**src/rtl/switch_mcu_pkg.sv**
```systemverilog
// Shared constants for the R-type instruction-decode slice: opcode/funct fields,
// FSM state encoding, op-vector bit positions and the default execution length.
package switch_mcu_pkg;

    localparam logic [6:0] OPC_OP     = 7'b0110011;
    localparam logic [6:0] F7_BASE    = 7'b0000000;
    localparam logic [6:0] F7_ALT     = 7'b0100000;
    localparam logic [2:0] F3_ADD_SUB = 3'b000;
    localparam logic [2:0] F3_SLL     = 3'b001;
    localparam logic [2:0] F3_SLT     = 3'b010;
    localparam logic [2:0] F3_SLTU    = 3'b011;

    localparam logic [0:0] ST_IDLE = 1'b0;
    localparam logic [0:0] ST_EXEC = 1'b1;

    localparam int EXEC_CYCLES_DEFAULT = 5;

    // Bit positions inside the one-hot op vector.
    localparam int OP_ADD  = 4;
    localparam int OP_SUB  = 3;
    localparam int OP_SLL  = 2;
    localparam int OP_SLT  = 1;
    localparam int OP_SLTU = 0;

    function automatic logic [7:0] sat_inc8(input logic [7:0] v);
        return (v == 8'hFF) ? v : v + 8'd1;
    endfunction

endpackage

```
**src/rtl/switch_mcu_rtype_dec.sv**
```systemverilog
// Combinational R-type decoder: maps an RV32 word onto a one-hot op vector
// covering add/sub/sll/slt/sltu; anything else is reported as not legal.
module switch_mcu_rtype_dec
    import switch_mcu_pkg::*;
(
    input  logic [31:0] instr,
    output logic [4:0]  op,
    output logic        legal
);

    logic unused_fields;
    assign unused_fields = ^{instr[24:15], instr[11:7]};

    always_comb begin
        op = '0;
        if (instr[6:0] == OPC_OP) begin
            case ({instr[31:25], instr[14:12]})
                {F7_BASE, F3_ADD_SUB}: op[OP_ADD]  = 1'b1;
                {F7_ALT,  F3_ADD_SUB}: op[OP_SUB]  = 1'b1;
                {F7_BASE, F3_SLL}:     op[OP_SLL]  = 1'b1;
                {F7_BASE, F3_SLT}:     op[OP_SLT]  = 1'b1;
                {F7_BASE, F3_SLTU}:    op[OP_SLTU] = 1'b1;
                default:               op = '0;
            endcase
        end
        legal = |op;
    end

endmodule

```
**src/rtl/switch_mcu_id_type_r.sv**
```systemverilog
// R-type issue stage: accepts one instruction at a time, holds its op strobes
// and register fields for EXEC_CYCLES phases, then pulses out_done.
module switch_mcu_id_type_r
    import switch_mcu_pkg::*;
#(
    parameter int EXEC_CYCLES = EXEC_CYCLES_DEFAULT
) (
    input  logic        in_clk,
    input  logic        in_rst,
    input  logic        in_instr_valid,
    input  logic [31:0] in_instr,
    output logic        out_instr_ready,
    input  logic        in_stall,
    input  logic        in_flush,
    output logic        out_en,
    output logic        out_add,
    output logic        out_sub,
    output logic        out_sll,
    output logic        out_slt,
    output logic        out_sltu,
    output logic [4:0]  out_rs1,
    output logic [4:0]  out_rs2,
    output logic [4:0]  out_rd,
    output logic [3:0]  out_cycle_cnt,
    output logic        out_done,
    output logic        out_illegal,
    output logic [7:0]  out_illegal_cnt
);

    localparam logic [3:0] LAST_CNT = 4'(EXEC_CYCLES - 1);

    logic [0:0] state;
    logic [4:0] op_dec;
    logic       legal_dec;
    logic [4:0] op_q;
    logic       handshake;

    assign out_instr_ready = (state == ST_IDLE) && !in_flush;
    assign handshake       = in_instr_valid && out_instr_ready;

    switch_mcu_rtype_dec u_dec (
        .instr (in_instr),
        .op    (op_dec),
        .legal (legal_dec)
    );

    assign out_add  = op_q[OP_ADD];
    assign out_sub  = op_q[OP_SUB];
    assign out_sll  = op_q[OP_SLL];
    assign out_slt  = op_q[OP_SLT];
    assign out_sltu = op_q[OP_SLTU];

    always_ff @(posedge in_clk or posedge in_rst) begin
        if (in_rst) begin
            state           <= ST_IDLE;
            out_en          <= 1'b0;
            op_q            <= '0;
            out_rs1         <= '0;
            out_rs2         <= '0;
            out_rd          <= '0;
            out_cycle_cnt   <= '0;
            out_done        <= 1'b0;
            out_illegal     <= 1'b0;
            out_illegal_cnt <= '0;
        end else begin
            out_done    <= 1'b0;
            out_illegal <= 1'b0;
            if (state == ST_IDLE) begin
                if (handshake && legal_dec) begin
                    state         <= ST_EXEC;
                    out_en        <= 1'b1;
                    op_q          <= op_dec;
                    out_rs1       <= in_instr[19:15];
                    out_rs2       <= in_instr[24:20];
                    out_rd        <= in_instr[11:7];
                    out_cycle_cnt <= '0;
                end else if (handshake) begin
                    out_illegal     <= 1'b1;
                    out_illegal_cnt <= sat_inc8(out_illegal_cnt);
                end
            end else if (in_flush || (!in_stall && out_cycle_cnt == LAST_CNT)) begin
                // Flush and normal completion share the clear path; only completion reports done.
                state         <= ST_IDLE;
                out_en        <= 1'b0;
                op_q          <= '0;
                out_rs1       <= '0;
                out_rs2       <= '0;
                out_rd        <= '0;
                out_cycle_cnt <= '0;
                out_done      <= !in_flush;
            end else if (!in_stall) begin
                out_cycle_cnt <= out_cycle_cnt + 4'd1;
            end
        end
    end

endmodule
```
**config.mk**
```make
export PLATFORM = sky130hd
export DESIGN_NAME = switch_mcu_id_type_r
export DESIGN_NICKNAME = d
export VERILOG_FILES = /design/src/rtl/switch_mcu_pkg.sv /design/src/rtl/switch_mcu_rtype_dec.sv /design/src/rtl/switch_mcu_id_type_r.sv
export SDC_FILE = /design/constraint.sdc
export NUM_CORES = 1
export LEC_CHECK = 0
export CAP_MARGIN = 10
export CORE_UTILIZATION = 44
export CTS_BUF_LIST = sky130_fd_sc_hd__clkbuf_8
export DETAILED_ROUTE_END_ITERATION = 8
export DONT_BUFFER_PORTS = 1
export PLACE_DENSITY_LB_ADDON = 0.15
export SLEW_MARGIN = 40
export SYNTH_ARGS = -nofsm -noshare
export SYNTH_HDL_FRONTEND = slang
export SYNTH_SLANG_ARGS = --single-unit
export TNS_END_PERCENT = 20
```
**constraint.sdc**
```tcl
create_clock -name in_clk -period 2.5 [get_ports in_clk]
set_input_delay 0 -clock in_clk [delete_from_list [all_inputs] [get_ports in_clk]]
set_output_delay 0 -clock in_clk [all_outputs]
set_load 0.02 [all_outputs]
```
==> flow_metrics.tcl <==
set metrics [dict create \
    chipHeight_um 66.10 \
    vdd.ir_drop.worst_mv 0.4815 \
    htreeDepth 2 \
    antenna_found_initial 0 \
    status "finished, final reports clean" \
    grt_util_all_layers_pct 23.16 \
    die_area_mm2 0.004369 \
    vias_per_cell 6.004 \
    hold_viol 0 \
    skew_ns 0.007395 \
    gp_congestion 0.8652 \
    yosysTopAreaCellShare_pct 49.83 \
    power.total_w 0.001448 \
    yosysTopAreaCell "dfrtp_1" \
    fin_crit_sh_pct 77.50 \
    synth-compound-area-share_pct 14.33 \
    routed_wirelength_um 4515 \
    synth.distinct_cells 41 \
    clk_pin_slew_ns 0.07 \
    powerDensity_mw_per_mm2 661.3 \
    die_w_um 66.10 \
    critPathLaunchType "flip-flop" \
    syn_area_mm2 0.001808 \
    fmax_mhz 516.1 \
    ys_seq_elements 36 \
    cts.sinks 36 \
    syn_to_final_growth_pct 21.11 \
    cts_root_buf "clkbuf_8" \
    fin_nets 247 \
    max-slew-margin-rel_pct 64.96 \
    drt-pass1-iter-count 4 \
    maxCapViolCount 0 \
    tightest_slew_ns 0.5255 \
    grt_overflow 0 \
    synth_fa_ha_area_share_pct 2.076 \
    avgSynthCellArea_um2 9.773 \
    crit_path_end_kind "flip-flop" \
    drive_gt1_share_pct 10.10 \
    yosysMostFrequentCell "dfrtp_1" \
    synth_xor_area_share_pct 2.907 \
    grt_max_degree 37 \
    hpwlAfterDp_um 2975 \
    synth-simple-area-share_pct 24.08 \
    numCtsBuffers 5 \
    synth-seq-area-share_pct 49.83 \
    crit_required_ns 2.67 \
    ant_nets 0 \
    cp_data_arrival_time_ns 2.11 \
    async_flop_share_pct 100.0 \
    grt_pass1_vias 1632 \
    clock_latency_ns 0.29 \
    ys_top_cells_by_count "36 x dfrtp_1, 26 x nand2_1, 21 x o21ai_0, 18 x nand4_1" \
    holdCritPathClass "in -> reg" \
    wl_per_cell_um 17.64 \
    muxShareOfSynthArea_pct 1.869 \
    synth_top_family_by_area "simple AND/OR/NAND/NOR gates" \
    clk_path_buf_depth 2 \
    drc_errors 0 \
    path_max_fanout 10 \
    syn_inst 185 \
    grt_first_pass_wirelength_um 7624 \
    first_iter_violations 104 \
    slew_violations 0 \
    rsz0062_at_grt "false" \
    ys_top_cells_by_area "dfrtp_1 50%, nand4_1 6.2%, o21ai_0 5.8%" \
    via_count 1537 \
    min_period_ns 1.938 \
    setup_violations 0 \
    synth_edf_count 0 \
    start_util_pct 47.60 \
    synth_warnings 0 \
    synth_nets 225 \
    portBuffers 0 \
    p_leak_nw 0.9273 \
    insertedDiodeCount 0 \
    cts_tree "yes" \
    synth_flop_cell "dfrtp_1" \
    critical_path_class "reg -> reg" \
    num_rows 22 \
    fin_tns_setup_ns 0 \
    io_pins 73 \
    core_area_mm2 0.003799 \
]
-- cell type report --
type / instances / area [um^2]
Clock buffer: 5 / 68.82
Timing Repair Buffer: 29 / 275.3
Inverter: 5 / 18.77
Fill cell: 351 / 1609
Clock inverter: 3 / 38.79
Tap cell: 48 / 60.06
Sequential cell: 36 / 900.9
Multi-Input combinational cell: 130 / 827.0
-- metrics by stage --
stage | util, % | cells | cell area, um^2 | worst slack [ns] | hold slack [ns]
floorplan | - | 185 | 1808 | 0.7137 | 0.1104
global placement | 48.65 | 225 | 1848 | 0.6518 | 0.02244
detailed placement | 48.65 | 225 | 1848 | 0.5863 | 0.03309
CTS | 57.54 | 256 | 2186 | 0.5671 | 0.01094
global route | 57.64 | 256 | 2190 | 0.4585 | 0.02053
finish | 57.64 | 256 | 2190 | 0.5625 | 0.01145
-- worst paths after layout --
path | slack (ns) | from | endpoint | cells after the start
worst min register to register | 0.63 | out_en$_DFFE_PP0P_ | out_en$_DFFE_PP0P_ | 1
worst min-delay path | 0.01 | in_instr[13] | op_q[0]$_DFFE_PP0P_ | 2
worst max register to register | 0.56 | state$_DFF_PP0_ | out_illegal_cnt[1]$_DFFE_PP0P_ | 3
min in group asynchronous | 0.25 | in_rst | out_rs2[3]$_DFFE_PP0P_ | 3
max in group asynchronous | 1.92 | in_rst | out_illegal_cnt[3]$_DFFE_PP0P_ | 3
worst max-delay path | 0.56 | state$_DFF_PP0_ | out_illegal_cnt[1]$_DFFE_PP0P_ | 3
-- state kept, by name (all words and copies together) (netlist names), 4 cells and up --
signal,cells
out_rd,5
op_q,5
out_rs1,5
out_cycle_cnt,4
out_rs2,5
out_illegal_cnt,8
-- placed cells by master (no fill, tap or decap), types with 2 or more instances in the layout --
cell type	netlist	layout
a21oi_1	3	3
nor4bb_1	3	3
o32ai_1	2	2
dfrtp_1	36	36
nand4_1	18	18
mux2_2	3	3
clkbuf_8	0	5
nor4_1	2	2
nor2_1	7	7
nand3_1	3	3
a211oi_1	2	2
ha_1	3	3
o211ai_1	3	3
nor3_1	4	4
dlygate4sd3_1	0	23
o21bai_1	2	2
buf_4	0	6
and3_1	2	2
inv_1	5	6
xor2_1	5	5
nand2_1	26	26
nand2b_1	3	3
o21ai_0	21	19
-- critical path, stage by stage, from the launching register on --
cell,delay (ns)
dfrtp_1,0.48
or3b_1,0.54
a211oi_1,0.42
mux2_2,0.38
-- power by group --
part           switching (W)  total [W]  internal [W]
logic              0.0000868   0.000178     0.0000915
registers           0.000141   0.000773      0.000632
clock network       0.000204   0.000496      0.000292
-- repair_timing --
| item | in CTS | in global routing |
|---|---|---|
| gates resized for setup | 0 | 0 |
| endpoints found under the hold margin | 62 | 0 |
| endpoints found under the setup margin | 0 | 0 |
| setup buffers | 0 | 0 |
| hold buffers | 23 | 0 |
-- cell families after synthesis --
| logic type | after synthesis |
|---|---|
| mux | 3 |
| compound gates | 39 |
| simple gates | 79 |
| flops | 36 |
| xor+xnor | 6 |
| fa+ha+maj | 3 |
| buf+inv | 19 |
-- metal layers --
| metal | global-route usage (%) | share of wire (%) |
|---|---|---|
| met4 | 7.979 | 1.8 |
| met3 | 7.931 | 6.8 |
| met1 | 27.38 | 38 |
| met2 | 38.90 | 53 |
| met5 | 0 | 0 |
Power figures use the tool's default switching activity.
